[config.mk]
export PLATFORM = sky130hd
export DESIGN_NAME = branch_tag_ctrl_flat
export DESIGN_NICKNAME = d
export VERILOG_FILES = /design/src/rtl/branch_tag_ctrl_if.sv /design/src/rtl/branch_tag_ctrl.sv /design/src/flat_wrapper.sv
export SDC_FILE = /design/constraint.sdc
export NUM_CORES = 1
export LEC_CHECK = 0
export BUFFER_PORTS_ARGS = -buffer_cell sky130_fd_sc_hd__buf_2
export CAP_MARGIN = 0
export CELL_PAD_IN_SITES_DETAIL_PLACEMENT = 0
export CELL_PAD_IN_SITES_GLOBAL_PLACEMENT = 1
export CORE_UTILIZATION = 48
export CTS_CLUSTER_DIAMETER = 60
export CTS_CLUSTER_SIZE = 12
export DETAILED_ROUTE_END_ITERATION = 8
export GPL_ROUTABILITY_DRIVEN = 1
export MAX_ROUTING_LAYER = met4
export PLACE_DENSITY_LB_ADDON = 0.1
export SYNTH_ARGS = -nofsm -noshare
export SYNTH_HDL_FRONTEND = slang
export SYNTH_SLANG_ARGS = --single-unit
[constraint.sdc]
create_clock -name clk -period 4.85 [get_ports clk]
set_clock_uncertainty 0.1 [all_clocks]
set_input_delay 0.2425 -clock clk [delete_from_list [all_inputs] [get_ports clk]]
set_output_delay 0.2425 -clock clk [all_outputs]
set_load 0.1 [all_outputs]
[src/rtl/branch_tag_ctrl_if.sv]
// Dispatch / resolve / release bundle between the branch-tag controller and the back end.
// Latency: none (wires only); timing is defined by the controller.
// Backpressure: allocGrant and stall gate dispatch; resolves and releases are never back-pressured.
interface branch_tag_ctrl_if #(
    parameter int BRANCH_NUM = 4
);
    localparam int IDX_W = (BRANCH_NUM > 1) ? $clog2(BRANCH_NUM) : 1;

    // dispatcher side
    logic                  allocReq;
    logic                  allocGrant;
    logic [IDX_W-1:0]      allocNum;
    logic [BRANCH_NUM-1:0] curBranchTag;

    // resolve port A (ALU)
    logic                  resEnA;
    logic [IDX_W-1:0]      resNumA;
    logic                  resMissA;

    // resolve port B (second branch unit)
    logic                  resEnB;
    logic [IDX_W-1:0]      resNumB;
    logic                  resMissB;

    // broadcasts to ROB / reservation stations
    logic                  bFreeEn;
    logic [IDX_W-1:0]      bFreeNum;
    logic                  flushEn;
    logic [BRANCH_NUM-1:0] flushMask;
    logic                  stall;

    modport master (
        output allocReq, resEnA, resNumA, resMissA, resEnB, resNumB, resMissB,
        input  allocGrant, allocNum, curBranchTag, bFreeEn, bFreeNum,
               flushEn, flushMask, stall
    );

    modport slave (
        input  allocReq, resEnA, resNumA, resMissA, resEnB, resNumB, resMissB,
        output allocGrant, allocNum, curBranchTag, bFreeEn, bFreeNum,
               flushEn, flushMask, stall
    );
endinterface

[src/rtl/branch_tag_ctrl.sv]
// One-hot branch tag allocator with dual resolve ports, serialised release broadcast and kill/stall on mispredict.
// Latency: grant combinational; release and flush pulses one cycle after the resolve; stall FLUSH_CYCLES cycles.
// Backpressure: allocGrant drops when full, stalled or in reset; surplus correct resolves queue in pend.
module branch_tag_ctrl #(
    parameter int BRANCH_NUM   = 4,
    parameter int FLUSH_CYCLES = 2
) (
    input  logic             clk,
    input  logic             rst,
    branch_tag_ctrl_if.slave bus
);
    localparam int IDX_W = (BRANCH_NUM > 1) ? $clog2(BRANCH_NUM) : 1;
    // counter only ever holds FLUSH_CYCLES-1 down to 0
    localparam int FC_W  = (FLUSH_CYCLES > 1) ? $clog2(FLUSH_CYCLES) : 1;

    typedef logic [BRANCH_NUM-1:0] mask_t;
    typedef logic [IDX_W-1:0]      idx_t;
    typedef enum logic {S_RUN, S_FLUSH} state_t;

    // per-slot state
    mask_t     busy;
    mask_t     pend;
    mask_t     dep [BRANCH_NUM];

    // registered broadcasts
    logic      free_en_q;
    idx_t      free_num_q;
    logic      flush_en_q;
    mask_t     flush_mask_q;

    // stall FSM
    state_t    state, state_nxt;
    logic [FC_W-1:0] fc, fc_nxt;

    // combinational working set
    mask_t     dying;
    mask_t     live;
    logic      any_free;
    logic      grant;
    idx_t      alloc_idx;
    logic      va, vb, ma, mb, miss_any;
    idx_t      miss_idx;
    mask_t     kill;
    mask_t     corr;
    mask_t     cand;
    logic      rel_any;
    idx_t      rel_idx;
    mask_t     busy_nxt;
    mask_t     pend_nxt;
    mask_t     dep_nxt [BRANCH_NUM];

    function automatic mask_t onehot(input idx_t n);
        mask_t m;
        m    = '0;
        m[n] = 1'b1;
        return m;
    endfunction

    // Slots whose release or kill is being broadcast this cycle stay busy until the pulse ends,
    // so the ROB never sees a tag freed and re-granted in the same cycle; they are no longer live.
    always_comb begin
        dying     = '0;
        if (flush_en_q) dying = dying | flush_mask_q;
        if (free_en_q)  dying = dying | onehot(free_num_q);
        live      = busy & ~dying;
        any_free  = ~&busy;
        alloc_idx = '0;
        for (int i = BRANCH_NUM - 1; i >= 0; i--) begin
            if (!busy[i]) alloc_idx = idx_t'(i);
        end
        grant     = bus.allocReq & rst & (state == S_RUN) & any_free;
    end

    // Qualify resolves, pick the oldest mispredict, build the kill set and choose this cycle's release.
    always_comb begin
        va       = bus.resEnA & live[bus.resNumA];
        vb       = bus.resEnB & live[bus.resNumB]
                   & ~(bus.resEnA & (bus.resNumA == bus.resNumB));
        ma       = va & bus.resMissA;
        mb       = vb & bus.resMissB;
        miss_any = ma | mb;

        // A is older than B exactly when B was allocated while A was outstanding
        miss_idx = bus.resNumB;
        if (ma && (!mb || dep[bus.resNumB][bus.resNumA])) miss_idx = bus.resNumA;

        kill = '0;
        if (miss_any) begin
            for (int j = 0; j < BRANCH_NUM; j++) begin
                kill[j] = live[j] & dep[j][miss_idx];
            end
            kill[miss_idx] = 1'b1;
            // a slot granted right now sits behind the mispredicted branch
            if (grant) kill[alloc_idx] = 1'b1;
        end

        corr = '0;
        if (va && !bus.resMissA) corr = corr | onehot(bus.resNumA);
        if (vb && !bus.resMissB) corr = corr | onehot(bus.resNumB);

        cand    = (pend | corr) & ~kill;
        rel_any = |cand;
        rel_idx = '0;
        for (int i = BRANCH_NUM - 1; i >= 0; i--) begin
            if (cand[i]) rel_idx = idx_t'(i);
        end
    end

    // Next slot state: retire pulsed slots, add the granted slot with its snapshot of older branches.
    always_comb begin
        busy_nxt = busy & ~dying;
        if (grant) busy_nxt = busy_nxt | onehot(alloc_idx);

        pend_nxt = cand;
        if (rel_any) pend_nxt = pend_nxt & ~onehot(rel_idx);

        for (int j = 0; j < BRANCH_NUM; j++) begin
            dep_nxt[j] = dying[j] ? '0 : (dep[j] & ~dying);
        end
        if (grant) dep_nxt[alloc_idx] = busy & ~dying;
    end

    // Stall FSM next state: any mispredict (re)starts the recovery window.
    always_comb begin
        state_nxt = state;
        fc_nxt    = fc;
        case (state)
            S_RUN: begin
                if (miss_any) begin
                    state_nxt = S_FLUSH;
                    fc_nxt    = FC_W'(FLUSH_CYCLES - 1);
                end
            end
            S_FLUSH: begin
                if (miss_any) begin
                    fc_nxt    = FC_W'(FLUSH_CYCLES - 1);
                end else if (fc == '0) begin
                    state_nxt = S_RUN;
                end else begin
                    fc_nxt    = fc - 1'b1;
                end
            end
            default: begin
                state_nxt = S_RUN;
                fc_nxt    = '0;
            end
        endcase
    end

    // Slot state and broadcast registers.
    always_ff @(posedge clk or negedge rst) begin
        if (!rst) begin
            busy         <= '0;
            pend         <= '0;
            for (int j = 0; j < BRANCH_NUM; j++) dep[j] <= '0;
            free_en_q    <= 1'b0;
            free_num_q   <= '0;
            flush_en_q   <= 1'b0;
            flush_mask_q <= '0;
        end else begin
            busy         <= busy_nxt;
            pend         <= pend_nxt;
            for (int j = 0; j < BRANCH_NUM; j++) dep[j] <= dep_nxt[j];
            free_en_q    <= rel_any;
            free_num_q   <= rel_idx;
            flush_en_q   <= miss_any;
            flush_mask_q <= kill;
        end
    end

    // Stall FSM state register.
    always_ff @(posedge clk or negedge rst) begin
        if (!rst) begin
            state <= S_RUN;
            fc    <= '0;
        end else begin
            state <= state_nxt;
            fc    <= fc_nxt;
        end
    end

    assign bus.allocGrant   = grant;
    assign bus.allocNum     = rst ? alloc_idx : '0;
    assign bus.curBranchTag = busy;
    assign bus.bFreeEn      = free_en_q;
    assign bus.bFreeNum     = free_num_q;
    assign bus.flushEn      = flush_en_q;
    assign bus.flushMask    = flush_mask_q;
    assign bus.stall        = (state == S_FLUSH);
endmodule

[src/flat_wrapper.sv]
// flat-port wrapper written by rule: the top's interface ports become plain ports
module branch_tag_ctrl_flat 
#(
    parameter int BRANCH_NUM   = 4,
    parameter int FLUSH_CYCLES = 2
)
  (clk, rst, bus_allocReq, bus_resEnA, bus_resNumA, bus_resMissA, bus_resEnB, bus_resNumB, bus_resMissB, bus_allocGrant, bus_allocNum, bus_curBranchTag, bus_bFreeEn, bus_bFreeNum, bus_flushEn, bus_flushMask, bus_stall);
  branch_tag_ctrl_if #(.BRANCH_NUM(BRANCH_NUM)) bus_i ();
  input  logic clk;
  input  logic rst;
  input wire logic [$bits(bus_i.allocReq)-1:0] bus_allocReq;
  input wire logic [$bits(bus_i.resEnA)-1:0] bus_resEnA;
  input wire logic [$bits(bus_i.resNumA)-1:0] bus_resNumA;
  input wire logic [$bits(bus_i.resMissA)-1:0] bus_resMissA;
  input wire logic [$bits(bus_i.resEnB)-1:0] bus_resEnB;
  input wire logic [$bits(bus_i.resNumB)-1:0] bus_resNumB;
  input wire logic [$bits(bus_i.resMissB)-1:0] bus_resMissB;
  output wire logic [$bits(bus_i.allocGrant)-1:0] bus_allocGrant;
  output wire logic [$bits(bus_i.allocNum)-1:0] bus_allocNum;
  output wire logic [$bits(bus_i.curBranchTag)-1:0] bus_curBranchTag;
  output wire logic [$bits(bus_i.bFreeEn)-1:0] bus_bFreeEn;
  output wire logic [$bits(bus_i.bFreeNum)-1:0] bus_bFreeNum;
  output wire logic [$bits(bus_i.flushEn)-1:0] bus_flushEn;
  output wire logic [$bits(bus_i.flushMask)-1:0] bus_flushMask;
  output wire logic [$bits(bus_i.stall)-1:0] bus_stall;
  assign bus_i.allocReq = bus_allocReq;
  assign bus_i.resEnA = bus_resEnA;
  assign bus_i.resNumA = bus_resNumA;
  assign bus_i.resMissA = bus_resMissA;
  assign bus_i.resEnB = bus_resEnB;
  assign bus_i.resNumB = bus_resNumB;
  assign bus_i.resMissB = bus_resMissB;
  assign bus_allocGrant = bus_i.allocGrant;
  assign bus_allocNum = bus_i.allocNum;
  assign bus_curBranchTag = bus_i.curBranchTag;
  assign bus_bFreeEn = bus_i.bFreeEn;
  assign bus_bFreeNum = bus_i.bFreeNum;
  assign bus_flushEn = bus_i.flushEn;
  assign bus_flushMask = bus_i.flushMask;
  assign bus_stall = bus_i.stall;
  branch_tag_ctrl #(.BRANCH_NUM(BRANCH_NUM), .FLUSH_CYCLES(FLUSH_CYCLES)) u_core (.clk(clk), .rst(rst), .bus(bus_i));
endmodule
==> metrics.txt <==
clk buf depth=2; Post-Syn Instances=around 250; CP max stage delay=approximately 0.63 ns; initial core utilization=50.3%; Resize count post-CTS=0; VDD IR-drop max=between 300 and 400 uV; FF+latch count, synth=34; I/O pin cnt=27; Rel. slew slack=about 52%; WP data required=4.93 ns; share of flip-flops with an asynchronous set or reset=between 90% and 100%; WS Path Type=reg2reg; Die ar.=roughly 4900 um^2; max cap viols=0; Final Hold Viols=0; Num CTS Buffers=5; number of core rows=24; Area Overhead vs Synth=11.5%; WP data arrival=3.67 ns; first-pass GRT wire length=10300 um; gpl congestion=around 0.93; wire per inst=just under 20 um; register area share after synthesis=38.3%; core area=4410 um^2; global route total overflow=0; HP Class=in2reg; largest net degree at the start of global routing=38; Max Transition Viols Final=0; vias in the first global route=roughly 1900; RSZ-0062 raised after global routing=no; CP Launch Type=register; Clk Latency, worst-skew pair=0.29 ns; Yosys cell types=slightly above 60; Mean Syn Cell Area=approximately 9 um^2; Synthesis Warnings=0; run status=completed; H-tree Lvls=2; DRC=0; Setup TNS=0 ns; Setup violations, final=0; Final Cell Area=approximately 2500 um^2; pwr/cell area=546 nW/um^2; fmax=around 0.28 GHz; final WL=around 6400 um; total power=1.35 mW; Cell Area, Synth=roughly 2200 um^2; IO buf count=26; Final nets=between 200 and 300; crit-path cells=a32oi_4 -> nand2_2 -> mux4_2 -> nor3_2 -> nor2_4 -> a2111oi_0 -> a21oi_1 -> o21bai_2 -> o21a_1; Die Ht=about 70 um; Crit. End Element=register; Pleak=between 1 and 1.5 nW; hold path depth=3; Net Count, Synth=roughly 260; gr usage total=roughly 29%; CTS tree=built; width of the die=around 70 um; crit path max fanout=11; Via density=between 6 and 7; diode count=0; Crit-path slowest cell=nor3_2; final worst-path cycle share=about three quarters; Detail Placement HPWL=around 4700 um; Worst-Margin Slew=~0.71 ns; CTS sink count=34; Top FF cell, synth=dfrtp_1; First-pass DRT Iterations=5; CTS root buffer=clkbuf_8; initial antenna violation count=0; starting DRC count in detailed routing=roughly 320; Antenna Nets Post-Route=0; Vias=just over 2000; fillcell total=around 400; R2R depth=9; post-route minimum period=between 3 and 4 ns; share of cells above drive strength 1=a little over a fifth; CTS clk-pin slew, worst paths=approximately 0.070 ns; EDFF count, synth=0; placed instance area=about 2400 um^2
-- path summary, 6_finish.rpt --
| path | start | endpoint | slack, ns |
|---|---|---|---|
| setup / recovery | u_core.bus.flushEn$_DFF_PN0_ | u_core.pend[3]$_DFF_PN0_ | 1.26 |
| setup reg to reg | u_core.bus.flushEn$_DFF_PN0_ | u_core.pend[3]$_DFF_PN0_ | 1.26 |
| min in group asynchronous | rst | u_core.dep[13]$_DFF_PN0_ | 0.43 |
| hold reg to reg | u_core.fc$_DFFE_PN0P_ | u_core.bus.stall$_DFF_PN0_ | 0.40 |
| max in group asynchronous | rst | u_core.bus.bFreeNum[1]$_DFF_PN0_ | 3.89 |
| hold / removal | bus_allocReq | u_core.bus.curBranchTag[0]$_DFF_PN0_ | 0.34 |
-- logic make-up after synthesis --
group	count (synthesis)	share of synthesized area, %
AND/OR/NAND/NOR	107	24.3
AO/OA/AOI/OAI	72	25.0
flip-flops	34	38.3
buffers and inverters	21	4.51
multiplexers	9	6.93
XOR/XNOR	2	0.789
other	1	0.169
-- where the power goes --
part / internal, mW / switching, mW / total [mW]
clock network: 0.115 / 0.105 / 0.220
logic: 0.171 / 0.521 / 0.692
registers: 0.350 / 0.0897 / 0.440
-- flip-flops by register name, indices dropped and copies added, names as in the netlist, 2 cells and up --
name                     cells
u_core.bus.bFreeNum          2
u_core.dep                  16
u_core.bus.flushMask         4
u_core.bus.curBranchTag      4
u_core.pend                  4
-- metrics by stage --
stage / setup WS [ns] / utilization [%] / instances / hold slack (ns)
after floorplan: 1.32 / - / 246 / -0.153
after global placement: 1.33 / 53.8 / 315 / 0.200
after detailed placement: 1.33 / 53.8 / 315 / 0.208
after CTS: 1.32 / 56.1 / 324 / 0.326
after global routing: 0.981 / 56.1 / 324 / 0.390
final: 1.26 / 56.1 / 324 / 0.343
-- synth_stat cells (2+ instances only) --
library cell | instances | area share [%]
xor2_1 | 2 | 0.79
a41oi_1 | 2 | 0.79
a21oi_1 | 22 | 5.0
o21ai_0 | 6 | 1.4
nand2_1 | 37 | 6.3
a311o_1 | 3 | 1.4
buf_2 | 5 | 1.1
nand2b_1 | 2 | 0.56
nor2_1 | 19 | 3.2
o31ai_1 | 3 | 1.0
a22oi_1 | 8 | 2.7
and3_1 | 5 | 1.4
nand3b_1 | 3 | 1.0
a2111oi_0 | 3 | 1.2
a21boi_2 | 3 | 1.5
or3_1 | 2 | 0.56
nand3_1 | 10 | 2.3
a21o_1 | 2 | 0.68
mux2i_1 | 3 | 1.4
dfrtp_1 | 34 | 38
nor3_1 | 10 | 2.3
mux4_2 | 5 | 5.1
and2_1 | 4 | 1.1
clkbuf_1 | 6 | 1.0
buf_6 | 2 | 1.0
nor4_1 | 2 | 0.56
inv_1 | 8 | 1.4
nand2_2 | 2 | 0.56
-- cells in the final DEF (no fill, tap or decap), types with 4 or more instances in the layout --
cell type / n
nand2_1: 37
a21oi_1: 22
o21ai_0: 6
mux4_2: 5
and3_1: 5
dfrtp_1: 34
inv_1: 8
and2_1: 4
clkbuf_8: 6
nand3_1: 10
a22oi_1: 8
nor2_1: 19
buf_2: 26
nor3_1: 10
buf_4: 4
-- area by class of cell --
cell class | count | area (um^2) | share of cell area (%)
clock buffer | 7 | 86.3 | 3.48
clock inverter | 1 | 5.00 | 0.202
inverter | 8 | 30.0 | 1.21
multi-input combinational | 191 | 1270 | 51.3
sequential | 34 | 851 | 34.3
tap | 52 | 65.1 | 2.63
timing repair buffer | 31 | 170 | 6.87
-- per-layer routing --
metal | share of wire, % | up-vias | track usage (%)
met4 | 2.9 | 0 | 11.3
met1 | 47 | 982 | 42.4
met3 | 7.4 | 14 | 5.77
met5 | 0 | - | -
li1 | - | 961 | -
met2 | 43 | 95 | 38.6
-- what timing repair did --
action / in CTS / in global routing
hold buffers: 1 / 0
endpoints found under the setup margin: 0 / 0
hold endpoints to repair: 34 / 0
setup buffers: 0 / 0
-- critical path, delay by kind of cell, from the launching register on --
kind               cells  cell delay [ns]
AOI/OAI and AO/OA      5             1.45
DFF                    1             0.50
muxes                  1             0.54
and+or+nand+nor        3             0.89
No activity file was read; power rests on OpenSTA's default activity.
